===== config.mk =====
export PLATFORM = sky130hd
export DESIGN_NAME = sspim_seq
export DESIGN_NICKNAME = d
export VERILOG_FILES = /design/src/rtl/sspim_seq.sv
export SDC_FILE = /design/constraint.sdc
export NUM_CORES = 1
export LEC_CHECK = 0
export BUFFER_PORTS_ARGS = -buffer_cell sky130_fd_sc_hd__buf_2
export CAP_MARGIN = 15
export CORE_ASPECT_RATIO = 1.2
export CORE_MARGIN = 2
export CORE_UTILIZATION = 30
export CTS_BUF_LIST = sky130_fd_sc_hd__clkbuf_8
export DETAILED_ROUTE_END_ITERATION = 16
export PLACE_DENSITY = 0.54
export SETUP_SLACK_MARGIN = 0.3
export SKIP_CTS_REPAIR_TIMING = 1
export SYNTH_ARGS = -nofsm -noshare
export SYNTH_HDL_FRONTEND = slang
export SYNTH_SLANG_ARGS = --single-unit

===== constraint.sdc =====
create_clock -name clk -period 2.3 [get_ports clk]
set_input_delay 0.69 -clock clk [delete_from_list [all_inputs] [get_ports clk]]
set_output_delay 0.69 -clock clk [all_outputs]
set_load 0.01 [all_outputs]

===== src/rtl/sspim_seq.sv =====
// sspim_seq: drives the SPI master register bus for every transmit word
// (write data, write control with request, poll, read back) and queues results.
module sspim_seq #(
   parameter int         RX_DEPTH   = 4,
   parameter logic [7:0] CTRL_ADDR  = 8'h00,
   parameter logic [7:0] WDATA_ADDR = 8'h04,
   parameter logic [7:0] RDATA_ADDR = 8'h08,
   parameter int         REQ_BIT    = 31,
   parameter int         POLL_GAP   = 4,
   parameter int         POLL_MAX   = 1023
) (
   input  logic        clk,
   input  logic        reset_n,
   input  logic        enable,
   input  logic [31:0] cfg_ctrl_word,
   input  logic        tx_valid,
   input  logic [31:0] tx_data,
   output logic        tx_ready,
   output logic        rx_valid,
   output logic [31:0] rx_data,
   input  logic        rx_ready,
   output logic        reg_cs,
   output logic        reg_wr,
   output logic [7:0]  reg_addr,
   output logic [31:0] reg_wdata,
   output logic [3:0]  reg_be,
   input  logic [31:0] reg_rdata,
   input  logic        reg_ack,
   output logic        busy,
   output logic [15:0] xfer_cnt,
   output logic        timeout_err,
   output logic [2:0]  dbg_state
);

   localparam int PW = (RX_DEPTH > 1) ? $clog2(RX_DEPTH) : 1;
   localparam int CW = $clog2(RX_DEPTH) + 1;
   localparam int GW = (POLL_GAP > 1) ? $clog2(POLL_GAP) : 1;
   localparam logic [31:0]   REQ_MASK  = 32'd1 << REQ_BIT;
   localparam logic [9:0]    POLL_LAST = 10'(POLL_MAX - 1);
   localparam logic [GW-1:0] GAP_LAST  = GW'(POLL_GAP - 1);

   typedef enum logic [2:0] {
      S_IDLE    = 3'd0,
      S_WR_DATA = 3'd1,
      S_WR_CTRL = 3'd2,
      S_GAP     = 3'd3,
      S_POLL    = 3'd4,
      S_RD_DATA = 3'd5
   } state_t;

   state_t        state;
   logic [31:0]   tx_word;
   logic [GW-1:0] gap_cnt;
   logic [9:0]    poll_cnt;

   logic [31:0]   mem [RX_DEPTH];
   logic [PW-1:0] wr_ptr;
   logic [PW-1:0] rd_ptr;
   logic [CW-1:0] count;
   logic          fifo_free;
   logic          push;
   logic          pop;

   // Only one word is ever in flight, so a free slot at accept time is the
   // reserved slot for that word and the FIFO can never overflow.
   assign fifo_free = (count != CW'(RX_DEPTH));
   assign push      = (state == S_RD_DATA) && reg_cs && reg_ack;
   assign pop       = rx_valid && rx_ready;
   assign rx_valid  = (count != '0);
   assign rx_data   = mem[rd_ptr];
   assign busy      = (state != S_IDLE);
   assign dbg_state = state;

   // Handshakes: rx is plain valid/ready (transfer when both are 1 at a clock
   // edge). tx_ready is a registered one-cycle pulse raised in the cycle after
   // tx_data was latched; the source must hold tx_valid/tx_data until it sees
   // tx_valid & tx_ready at a clock edge.
   always_ff @(posedge clk or negedge reset_n) begin
      if (!reset_n) begin
         state       <= S_IDLE;
         tx_ready    <= 1'b0;
         tx_word     <= '0;
         gap_cnt     <= '0;
         poll_cnt    <= '0;
         reg_cs      <= 1'b0;
         reg_wr      <= 1'b0;
         reg_addr    <= '0;
         reg_wdata   <= '0;
         reg_be      <= '0;
         xfer_cnt    <= '0;
         timeout_err <= 1'b0;
      end else begin
         tx_ready <= 1'b0;
         case (state)
            S_IDLE: begin
               if (enable && tx_valid && fifo_free && !timeout_err) begin
                  tx_ready <= 1'b1;
                  tx_word  <= tx_data;
                  state    <= S_WR_DATA;
               end
            end
            // Each access state launches on its first cycle (reg_cs low) and
            // leaves on ack, so reg_cs is low for at least one cycle between accesses.
            S_WR_DATA: begin
               if (!reg_cs) begin
                  reg_cs    <= 1'b1;
                  reg_wr    <= 1'b1;
                  reg_be    <= 4'hF;
                  reg_addr  <= WDATA_ADDR;
                  reg_wdata <= tx_word;
               end else if (reg_ack) begin
                  reg_cs <= 1'b0;
                  state  <= S_WR_CTRL;
               end
            end
            S_WR_CTRL: begin
               if (!reg_cs) begin
                  reg_cs    <= 1'b1;
                  reg_wr    <= 1'b1;
                  reg_be    <= 4'hF;
                  reg_addr  <= CTRL_ADDR;
                  reg_wdata <= cfg_ctrl_word | REQ_MASK;
                  poll_cnt  <= '0;
               end else if (reg_ack) begin
                  reg_cs  <= 1'b0;
                  gap_cnt <= '0;
                  state   <= S_GAP;
               end
            end
            S_GAP: begin
               if (gap_cnt == GAP_LAST) state <= S_POLL;
               else gap_cnt <= gap_cnt + GW'(1);
            end
            S_POLL: begin
               if (!reg_cs) begin
                  reg_cs   <= 1'b1;
                  reg_wr   <= 1'b0;
                  reg_be   <= 4'hF;
                  reg_addr <= CTRL_ADDR;
               end else if (reg_ack) begin
                  reg_cs <= 1'b0;
                  if (!reg_rdata[REQ_BIT]) begin
                     state <= S_RD_DATA;
                  end else if (poll_cnt == POLL_LAST) begin
                     timeout_err <= 1'b1;
                     state       <= S_IDLE;
                  end else begin
                     poll_cnt <= poll_cnt + 10'd1;
                     gap_cnt  <= '0;
                     state    <= S_GAP;
                  end
               end
            end
            S_RD_DATA: begin
               if (!reg_cs) begin
                  reg_cs   <= 1'b1;
                  reg_wr   <= 1'b0;
                  reg_be   <= 4'hF;
                  reg_addr <= RDATA_ADDR;
               end else if (reg_ack) begin
                  reg_cs   <= 1'b0;
                  xfer_cnt <= xfer_cnt + 16'd1;
                  state    <= S_IDLE;
               end
            end
            default: begin
               reg_cs <= 1'b0;
               state  <= S_IDLE;
            end
         endcase
         if (!enable) timeout_err <= 1'b0;
      end
   end

   always_ff @(posedge clk or negedge reset_n) begin
      if (!reset_n) begin
         wr_ptr <= '0;
         rd_ptr <= '0;
         count  <= '0;
         for (int i = 0; i < RX_DEPTH; i++) mem[i] <= '0;
      end else begin
         if (push) begin
            mem[wr_ptr] <= reg_rdata;
            wr_ptr      <= wr_ptr + PW'(1);
         end
         if (pop) rd_ptr <= rd_ptr + PW'(1);
         case ({push, pop})
            2'b10:   count <= count + CW'(1);
            2'b01:   count <= count - CW'(1);
            default: count <= count;
         endcase
      end
   end

endmodule


Word-level counts from Yosys, hierarchy flattened:

Index checks and enable logic that the tools add are counted.

* bitwise logic cells: 3
* muxes and demuxes: 55
* equal/unequal tests: 34
* magnitude comparators: 3
* reduce and logical (&&, ||, !) cells: 32
* add/sub/neg operators: 7

Operators by type and width (number)
* $mux W32: 5
* $bwmux W128: 1
* $bmux W32 S2: 1
* $demux W32 S2: 1
* $pmux W32 S2: 1
* $mux W10: 5
* $ne A2 B2 Y1 const B: 19
* $mux W3: 11
* $mux W8: 3
* $pmux W8 S3: 1
* $pmux W10 S2: 1
* $pmux W3 S6: 1
* $add A16 B1 Y16 const B: 1
* $mux W2: 8
* $mux W1: 12
* $reduce_bool A3 Y1: 4
* $add A10 B1 Y10 const B: 1
* $eq A10 B10 Y1 const B: 1
* $ne A2 B1 Y1 const B: 5
* $reduce_and A10 Y1: 1
* $reduce_and A3 Y1: 3
* $reduce_and A8 Y1: 1
* $reduce_bool A2 Y1: 4
* $reduce_or A2 Y1: 4
* 24 further kinds: 39

* flip-flop bits (word level): 243
* output and inout port bits: 101

Longest topological paths before layout:

Gate-level depths: netlist of run 1.

* depth in word-level cells: 7
* gate-level depth with buffers: 11
* mapped depth without buffers: 9

Least setup slack after synthesis of run 1:

No wires, ideal clock.

* kind: input to register
* start: input reg_ack
* end: register count[2]
* setup time: 0.079 ns
* slack: 0.183 ns
* stages: 10
* arrival time: 2.038 ns
* data required time: 2.221 ns
* cells stage by stage: nand3_1 -> nor2_1 -> buf_4 -> inv_1 -> ha_1 -> inv_1 -> fa_1 -> xor2_1 -> nor2_1 -> xor2_1

* word-level cells in the longest chain between the ends: 3
* elaborated cells on any way between the ends: 5

RTL lines
* start: declaration: line 28 `input logic reg_ack,`
* $logic_and A1 B1 Y1 (*): line 67 `assign push = (state == S_RD_DATA) && reg_cs && reg_ack;`
* $eq A2 B1 Y1 / $eq A2 B2 Y1 (equally long branches): line 187 `case ({push, pop})`
* $pmux W3 S2 / $reduce_bool A2 Y1 (equally long branches)
* end signal: assignment: line 188 `2'b10: count <= count + CW'(1);`
* end signal: assignment: line 189 `2'b01: count <= count - CW'(1);`
* end signal: assignment: line 190 `default: count <= count;`
* end: declaration: line 59 `logic [CW-1:0] count;`

Mark *: on every way between the ends. The rest lies on a longest branch, timed or not.
A chain may end at the register's enable or synchronous reset.

Final worst setup path of run 1:

* start: register rd_ptr[0]
* end: output rx_data[11]

* word-level cells in the longest chain between the ends: 4

RTL lines
* start: declaration: line 58 `logic [PW-1:0] rd_ptr;`
* start signal: assignment: line 186 `if (pop) rd_ptr <= rd_ptr + PW'(1);`
* $not A2 Y3 (implied by the code): line 70 `assign rx_data = mem[rd_ptr];`
* $bmux W32 S2: line 70
* $mux W32 (implied by the code) (2 in series): line 70
* end: declaration: line 20 `output logic [31:0] rx_data,`

No other way between the ends. The select of a mux whose other input is x is not followed.

==> impl_results.md, run 1 <==
* Outcome: finished with violations
* Failing checks: setup timing
* Layout cells sized above 1 at ~49%
* P per Cell Area at between 1000 and 1500 nW/um^2
* Pins Over Slew Limit at 0
* Pin count of the biggest net entering global routing at 63
* Peak supply drop at 622 uV
* Num rows at 75
* Top Ports at 203
* Fmax achieved at about 0.38 GHz
* Global-route wire length before repair at between 30000 and 40000 microns
* Hold Fails Final Rpt at 0
* GRT Util Overall at ~13%
* Post-synth EDFFs at 0
* Final Power at 0.0147 W
* Hold Crit Class: in2async
* DR DRC count at 0
* Vias in the first global route at around 7500
* Worst Path Required at about 1600 ps
* IO buf count at just under 200
* Max Cap Violations at 0
* Clock Tree Root: clkbuf_8
* Yosys reg bits at 237
* Mapped Area at roughly 11000 sq um
* Critical path class: reg2out
* Reg2reg path depth at 6
* Overall die height at approximately 210 microns
* Core box area at ~35000 sq um
* Clk pwr share at roughly 28%
* Die footprint at around 37000 sq um
* Worst Skew at 14.6 ps
* NetSw at 0.00466 W
* N_diodes at 0
* FF-to-FF Start: dbg_state[2]
* Final worst path period share at 114%
* Initial antenna violation count at 2
* DRT iter0 DRCs at around 250
* CTS sink cnt at ~240
* TritonCTS clock tree: done
* Syn-to-layout area delta at 29.0%
* Register area share after synthesis at a little under three fifths
* Dpl hpwl at between 15000 and 20000 microns
* Clk buf depth at 3
* Die Width at 176 microns
* Net count, final at between 1000 and 1500
* Sequential Power Share at 38.0%
* P_leak at about 7 nW
* DR vias/cell at between 4 and 5
* Critical Path Fanout Max at 5
* H-tree depth at 2
* Hold slack at about 60 ps
* Critical Path Source Type: flop
* Post-synth cell types at 62
* Fin worst setup slack at -318 ps
* Syn Inst Count at between 700 and 800
* Congestion Overflow GR at 0
* Comb pwr share at 34.2%
* Worst EP arrival at between 1500 and 2000 ps
* Most common cell in the netlist: dfrtp_1
* Worst R2R Setup Slack at 320 ps
* Clock transition at the registers of the reported paths at roughly 60 ps
* CP Capture Type: primary output
* Synth top area cells: dfrtp_1 (55%), mux2_2 (14%), mux4_2 (6.7%), mux2_1 (3.1%), mux2i_1 (2.9%)
* GPL Wtd Cong at 0.756
* RSZ-0062 raised after global routing: yes
* Synth Warn # at 0
* Antenna Nets Post-Route at 0
* Finish-stage setup viols at 32
* Int Pwr at 0.0101 W
* Switching part of the total at 31.6%
* Aggregate routed wire length at about 25000 microns
* Initial core utilization at 30.5%
* Drt pass-1 iters at 4
* Via count at between 7000 and 8000
* Wire length per cell at around 17 microns
* Leading area contributor after synthesis: dfrtp_1
* Worst skew pair latency at between 500 and 600 ps
* Top_reg_cell synth: dfrtp_1
* Asr flop ratio synth at 100%
* Crit path time final at approximately 2600 ps
* Yosys top cell area share at a little under three fifths
* Num CTS Buffers at 44
* Syn_area_per_cell at 13.9 sq um
* Synth top cells by count: dfrtp_1 (237), mux2_2 (133), nand2_1 (51), mux4_2 (32), mux2i_1 (31)
* Worst reg2reg endpoint: tx_word[17]
[through the flow]
| stage | std cells | setup WS (ps) | setup TNS, ps | instance area (sq um) | utilization (%) |
|---|---|---|---|---|---|
| finish | 1516 | -318 | -8360 | 13800 | 39.3 |
| global route | 1516 | -394 | -10940 | 13800 | 39.3 |
| CTS | 1485 | -357 | -9920 | 13300 | 37.8 |
| detailed placement | 1408 | 123 | 0 | 12400 | 35.2 |
| global placement | 1408 | 115 | 0 | 12400 | 35.2 |
| floorplan | 773 | 254 | 0 | 10700 | - |
[worst max path at each step]
| stage | startpoint | end | cells past startpoint | slack, ps |
|---|---|---|---|---|
| 6_report | rd_ptr[0] | rx_data[11] | 4 | -320 |
| 5_1_grt | rd_ptr[0] | rx_data[11] | 4 | -390 |
| 4_1_cts | rd_ptr[0] | rx_data[21] | 3 | -360 |
| 3_5_place_dp | reg_ack | count[2] | 10 | 120 |
| 3_3_place_gp | reg_ack | count[2] | 10 | 110 |
| 2_1_floorplan | rd_ptr[0] | rx_data[10] | 3 | 250 |
[cell families (layout without fill, tap and decap cells)]
group | after synthesis | after routing | share of synthesized area [%]
compound gates | 80 | 80 | 4.61
simple gates | 127 | 127 | 6.34
buf+inv | 66 | 347 | 3.88
other cells | 1 | 6 | 0.0350
xor+xnor | 22 | 22 | 1.80
mux | 225 | 225 | 26.7
fa+ha+maj | 10 | 10 | 1.24
flops | 237 | 237 | 55.4
[area by class of cell]
class	instances	area, sq um
clock buffer	57	785
timing repair buffer	257	1890
sequential	237	5940
tap	462	578
inverter	13	48.8
fill	3386	21300
clock inverter	20	115
multi-input combinational	470	4450
[cell usage in the layout (no fill, tap or decap), drive strengths merged, types with 5 or more instances in the layout]
cell type / synthesis / layout
buf: 39 / 253
dfrtp: 237 / 237
mux2: 162 / 162
clkbuf: 14 / 61
nand2: 54 / 54
o21ai: 40 / 40
mux4: 32 / 32
mux2i: 31 / 31
inv: 13 / 25
nor2: 17 / 17
nand3: 14 / 14
xnor2: 11 / 11
xor2: 11 / 11
ha: 9 / 9
a21oi: 8 / 8
and3: 7 / 7
a31oi: 7 / 7
conb: 1 / 6
nor3: 6 / 6
clkinv: 0 / 5
nor2b: 5 / 5
or3: 5 / 5
[sequential cells by signal, indices dropped and copies added, names as in the netlist, 2 cells and up]
| signal | cells |
|---|---|
| xfer_cnt | 16 |
| poll_cnt | 10 |
| reg_addr | 2 |
| dbg_state | 3 |
| count | 3 |
| gap_cnt | 2 |
| tx_word | 32 |
| reg_wdata | 32 |
| mem | 128 |
| rd_ptr | 2 |
| wr_ptr | 2 |
[routing by layer]
layer	share of wire, %	GRT usage [%]
met1	42	16.1
met2	48	22.5
met3	7.9	4.90
met4	2.0	4.16
met5	0.086	0
[power groups by stage]
stage          Combinational (W)  Sequential [W]  Clock, W
3_3_place_gp             0.00419         0.00565         0
6_report                 0.00504         0.00560   0.00408
5_1_grt                  0.00554         0.00573   0.00445
4_1_cts                  0.00425         0.00562   0.00427
3_5_place_dp             0.00425         0.00569         0
2_1_floorplan            0.00271         0.00566         0
[worst max-delay path: stages, from the launching register on]
cell       delay (ps)
dfrtp_2           410
buf_12            150
clkbuf_16         170
mux4_2            520
buf_6             140
No activity file was read; power rests on OpenSTA's default activity.
==> run 2: changes to the inputs <==
--- a/config.mk
+++ b/config.mk
@@ -5,16 +5,18 @@
 export SDC_FILE = /design/constraint.sdc
 export NUM_CORES = 1
 export LEC_CHECK = 0
+export ABC_AREA = 1
 export BUFFER_PORTS_ARGS = -buffer_cell sky130_fd_sc_hd__buf_2
 export CAP_MARGIN = 15
 export CORE_ASPECT_RATIO = 1.2
 export CORE_MARGIN = 2
-export CORE_UTILIZATION = 30
+export CORE_UTILIZATION = 58
 export CTS_BUF_LIST = sky130_fd_sc_hd__clkbuf_8
 export DETAILED_ROUTE_END_ITERATION = 16
-export PLACE_DENSITY = 0.54
+export PLACE_DENSITY = 0.89
 export SETUP_SLACK_MARGIN = 0.3
 export SKIP_CTS_REPAIR_TIMING = 1
+export SKIP_LAST_GASP = 1
 export SYNTH_ARGS = -nofsm -noshare
 export SYNTH_HDL_FRONTEND = slang
 export SYNTH_SLANG_ARGS = --single-unit
==> run 2 against run 1 <==
  * The flow still finishes with violations (setup timing)
  * First-iteration DRC count rose to 2.6 times the previous value
  * Critical endpoint is now rx_data[12]
  * Register-to-register slack better by 110 ps
  * Sequential share of layout area is 1.7 points higher
  * Global-route usage up 12 points
  * Clock power fell by 16%
  * Worst setup slack better by 87 ps
  * Synthesized area grew 5.2%
  * Via count up 36%
  * Die area decreased by 45%
  * Non-clock buffer count shrank 30
  * Sequential power up 9.1%
  * Total power rose by 12%
==> impl_results.md, run 2 <==
* Overall die height at between 150 and 200 microns
* Peak supply drop at about 1000 uV
* RSZ-0062 raised after global routing: yes
* Syn Inst Count at 1294
* P per Cell Area at approximately 1200 nW/um^2
* Clock transition at the registers of the reported paths at roughly 60 ps
* Final Power at approximately 0.017 W
* Via count at about 9600
* Synth top area cells: dfrtp_1 (53%), nand2_1 (13%), o21ai_0 (5.2%), o21ai_2 (4.6%), o21ai_1 (4.0%)
* Critical Path Fanout Max at 15
* IO buf count at slightly below 200
* GRT Util Overall at between 20% and 30%
* Critical path class: reg2out
* Aggregate routed wire length at between 20000 and 30000 microns
* Most common cell in the netlist: nand2_1
* Num CTS Buffers at 38
* Reg2reg path depth at 10
* Initial antenna violation count at 2
* Critical Path Source Type: flop
* Antenna Nets Post-Route at 0
* Placed Cells at 1692
* P_leak at around 6.7 nW
* GPL Wtd Cong at between 0.8 and 0.9
* Die Width at 131 microns
* Max Cap Violations at 0
* Pin count of the biggest net entering global routing at 70
* Initial core utilization at 59.5%
* Worst EP arrival at approximately 1800 ps
* Top flop regs: mem x128, reg_wdata x32, tx_word x32
* Hold Fails Final Rpt at 0
* Fin worst setup slack at -231 ps
* Clock Tree Root: clkbuf_8
* Yosys reg bits at 237
* Outcome: finished with violations
* TritonCTS clock tree: done
* Fin util at between 70% and 80%
* Worst rel slew slack at between 60% and 70%
* CP Capture Type: primary output
* Congestion Overflow GR at 0
* Dpl hpwl at roughly 16000 microns
* Hold Crit Class: in2async
* Crit-path max cell delay at between 400 and 500 ps
* Slowest-stage cell, CP: dfrtp_2
* Clk buf depth at 3
* Die footprint at approximately 20000 sq um
* Fmax achieved at about 0.4 GHz
* Synth Warn # at 0
* DRT iter0 DRCs at 655
* Num rows at 55
* Commonest non-fill, non-tap cell in the layout: nand2_1
* Mapped Area at 11300 sq um
* Worst-Margin Slew at roughly 550 ps
* Core box area at ~19000 sq um
* Leading area contributor after synthesis: dfrtp_1
* Asr flop ratio synth at 100%
* Most frequent cells in the layout: nand2_1 (393), dfrtp_1 (232), buf_2 (193)
* Layout cells sized above 1 at 25.4%
* DR DRC count at 0
* Worst Skew at 30.4 ps
* Top_reg_cell synth: dfrtp_1
* Post-synth cell types at 42
* CTS sink cnt at between 200 and 250
* Post-synth EDFFs at 0
* Finish-stage setup viols at 32
* Vias in the first global route at approximately 9000
* Final worst path period share at 110%
* Syn-to-layout area delta at 17.9%
* Failing checks: setup timing
* Register area share after synthesis at between 50% and 60%
* Crit path time final at between 2000 and 3000 ps
* Net count, final at 1604
* Pins Over Slew Limit at 0
* Largest Register: mem
* Worst Path Required at 1610 ps
* Filler cells at around 1400
* Top Ports at just over 200
* Global-route wire length before repair at 43400 microns
* H-tree depth at 2
* Crit path cell chain: clkinvlp_4 > buf_12 > buf_6 > nor2_1 > o22ai_1 > buf_2
* Max reg flops at 128
* Syn_area_per_cell at ~8.7 sq um
* Yosys top cell area share at between 50% and 60%
* Finished Layout Cells at 1773
* DR vias/cell at ~5.4
* Worst skew pair latency at between 500 and 600 ps
* Drt pass-1 iters at 5
* Wire length per cell at 15.5 microns
* Synth top cells by count: nand2_1 (395), dfrtp_1 (237), o21ai_0 (117), nor2_1 (100), o21ai_1 (90)
-- run 2: changes by cell type after synthesis, sizes merged, moves of 8 or more --
cell and delta:
buf +13, clkbuf +8, inv +63, mux2 -162
mux2i -31, mux4 -32, nand2 +351, nor2 +86
o21ai +226, o22ai +31, or2 +30
-- run 2: final timing paths --
kind                                from             to  slack (ps)
hold reg to reg            reg_wdata[22]  reg_wdata[22]         480
hold / removal                   reset_n        mem[42]          30
min in group clk             tx_data[23]    tx_word[23]         370
setup reg to reg            dbg_state[0]       count[2]         430
max in group asynchronous        reset_n   dbg_state[2]        1560
setup / recovery               rd_ptr[0]    rx_data[12]        -230
-- run 2: area by class of cell --
type | instances | area (sq um) | share of cell area (%)
diodes | 2 | 5.00 | 0.0377
clock buffers | 46 | 633 | 4.77
clock inverters | 17 | 80.1 | 0.603
inverters | 77 | 310 | 2.34
multi-input cells | 911 | 4570 | 34.4
flip-flops and latches | 237 | 5940 | 44.7
well taps | 256 | 320 | 2.41
repair buffers | 227 | 1420 | 10.7
-- run 2: metrics by stage --
step,setup TNS [ps],instance area (sq um),hold slack (ps),setup WS (ps)
2_1_floorplan,0,11300,394,326
3_3_place_gp,0,12300,455,156
3_5_place_dp,0,12300,463,126
4_1_cts,-12770,13000,15.9,-489
5_1_grt,-7180,13300,28.4,-264
6_report,-4600,13300,33.7,-231
-- run 2: where the power goes --
part           internal, W  switching, W
logic              0.00285       0.00413
clock network      0.00181       0.00161
registers          0.00537      0.000742
-- run 2: logic make-up (layout without fill, tap and decap cells) --
logic type	Yosys count	in the layout	synth area share, %
AOI/OAI and AO/OA	305	305	16.0
xor gates and xnor gates	17	17	1.32
adders and majority gates	10	10	1.18
buffers and inverters	151	367	7.51
DFF	237	237	52.7
other	1	8	0.0333
and+or+nand+nor	573	573	21.2
-- run 2: metal layers --
layer,vias to the layer above,wire length (microns),GRT usage (%),part of all wire [%]
met5,-,0,0,0
met2,374,13500,44.7,49
li1,4578,-,-,-
met3,65,1950,5.41,7.1
met4,0,752,8.02,2.7
met1,4550,11200,31.9,41
-- run 2: worst max-delay path, delay by kind of cell, from the launching register on --
family | cells | cell delay (ps)
AND/OR/NAND/NOR | 1 | 60
flip-flops | 1 | 440
AO/OA/AOI/OAI | 1 | 220
buffers and inverters | 4 | 590
==> run 3: changes to the inputs <==
==> constraint.sdc (replaced) <==
create_clock -name clk -period 2.3 [get_ports clk]
set_input_delay 0.46 -clock clk [delete_from_list [all_inputs] [get_ports clk]]
set_output_delay 0.46 -clock clk [all_outputs]
set_load 0.01 [all_outputs]
==> run 3 against run 2 <==
  * The run still ends with setup timing left
  * First-iteration DRC count increased by 55%
  * Hold slack improved by 99 ps
  * Sequential power barely moved
  * Cell area up 0.86%
  * Via count rose by 1.4%
  * Die area unchanged
  * Non-clock buffer count fell by 5
  * Sequential share of layout area fell by 0.39 points
==> impl_results.md, run 3 (synthesis results as in run 2) <==
* Comb pwr share at 42.1%
* Antenna Nets Post-Route at 0
* Filler cells at 1389
* Sequential Power Share at roughly 37%
* Net count, final at ~1600
* Peak supply drop at about 800 uV
* P_leak at ~7 nW
* Hold Crit Class: in2reg
* Worst EP arrival at 1900 ps
* Num rows at 55
* Vias in the first global route at between 9000 and 10000
* DR vias/cell at between 5 and 6
* Global-route wire length before repair at about 44000 microns
* Max reg flops at around 130
* IO buf count at 195
* Multi-input gate area at 4680 sq um
* Congestion Overflow GR at 0
* Critical path class: reg2out
* Die Width at ~130 microns
* Switching part of the total at between 30% and 40%
* CP Capture Type: primary output
* Finish-stage setup viols at 1
* Core box area at between 15000 and 20000 sq um
* Syn-to-layout area delta at 19.0%
* Aggregate routed wire length at roughly 29000 microns
* NetSw at 0.00668 W
* Drt pass-1 iters at 5
* Clock Tree Root: clkbuf_8
* Num CTS Buffers at 40
* Commonest non-fill, non-tap cell in the layout: nand2_1
* CTS sink cnt at 237
* Hold Fails Final Rpt at 0
* Pins Over Slew Limit at 0
* Reg area at a little under 6000 sq um
* GRT Util Overall at 25.9%
* GPL Wtd Cong at 0.903
* Top Ports at approximately 200
* DR DRC count at 0
* Fin util at 70.8%
* Worst skew pair latency at around 540 ps
* H-tree depth at 2
* Finished Layout Cells at 1777
* Slowest-stage cell, CP: dfrtp_2
* Fin worst setup slack at -55.1 ps
* Int Pwr at just over 0.01 W
* Fmax achieved at 0.425 GHz
* Initial antenna violation count at 1
* Most frequent cells in the layout: nand2_1 (395), dfrtp_1 (233), buf_2 (193)
* TNS Setup at -55.1 ps
* Critical Path Fanout Max at 6
* Largest Register: mem
* Layout cells sized above 1 at a little over a quarter
* Wire length per cell at ~16 microns
* Crit-path max cell delay at between 400 and 500 ps
* P per Cell Area at 1250 nW/um^2
* RSZ-0062 raised after global routing: yes
* Clk pwr share at around a fifth
* Worst Skew at 25.3 ps
* Via count at between 9000 and 10000
* Top flop regs: mem x128, reg_wdata x32, tx_word x32
* Placed Cells at 1694
* Crit path cell chain: clkinvlp_4 > buf_8 > clkbuf_16 > o21ai_1 > o22ai_1 > buf_2
* Final worst path period share at 102%
* DP Area at between 10000 and 15000 sq um
* TritonCTS clock tree: done
* Pin count of the biggest net entering global routing at 69
* Die footprint at between 20000 and 25000 sq um
* DRT iter0 DRCs at about 1000
* Dpl hpwl at about 17000 microns
* Worst rel slew slack at 61.2%
* Worst Path Required at around 1800 ps
* Clk buf depth at 3
* Post-route cell area at roughly 13000 sq um
* Outcome: finished with violations
* Crit path time final at 2360 ps
* Failing checks: setup timing
* Clock transition at the registers of the reported paths at 60 ps
* Critical Path Source Type: flop
* Worst-Margin Slew at just under 600 ps
* Max Cap Violations at 0
* Initial core utilization at between 50% and 60%
* Overall die height at roughly 160 microns
-- run 3: cell type report --
| type | instances | area share [%] |
|---|---|---|
| diodes | 1 | 0.0187 |
| clock buffers | 49 | 5.04 |
| clock inverters | 21 | 0.673 |
| inverters | 77 | 2.30 |
| multi-input cells | 914 | 35.0 |
| flip-flops and latches | 237 | 44.3 |
| well taps | 256 | 2.39 |
| repair buffers | 222 | 10.3 |
-- run 3: critical path, delay by kind of cell, from the launching register on --
family          cells  cell delay, ps
buf+inv             4             610
flops               1             450
compound gates      2             300
-- run 3: power groups by stage --
stage	clock network, W	logic (W)	registers, W
after floorplan	0	0.00412	0.00612
after global placement	0	0.00594	0.00607
after detailed placement	0	0.00618	0.00612
after CTS	0.00363	0.00622	0.00608
after global routing	0.00383	0.00776	0.00628
final	0.00358	0.00706	0.00614
-- run 3: worst paths after layout --
path	cells after the start	slack, ps	start	to
setup / recovery	6	-60	rd_ptr[0]	rx_data[12]
hold / removal	3	130	tx_data[7]	tx_word[7]
max in group asynchronous	3	1100	reset_n	mem[24]
min in group asynchronous	2	480	reset_n	mem[42]
setup reg to reg	8	360	dbg_state[0]	mem[80]
hold reg to reg	2	470	tx_word[26]	tx_word[26]
-- run 3: per-layer routing --
| metal | vias up | global-route usage [%] | share of wire [%] |
|---|---|---|---|
| li1 | 4581 | - | - |
| met1 | 4596 | 31.8 | 38 |
| met2 | 435 | 44.9 | 50 |
| met3 | 87 | 6.25 | 8.3 |
| met4 | 0 | 9.32 | 3.1 |
| met5 | - | 0 | 0 |
-- run 3: stage by stage --
step                      power [W]  hold WS (ps)  worst slack [ps]
after global routing         0.0179           113             -89.9
after detailed placement     0.0123           457               363
final                        0.0168           133             -55.1
after floorplan              0.0102           164               308
after CTS                    0.0159          -118              -147
after global placement       0.0120           452               352
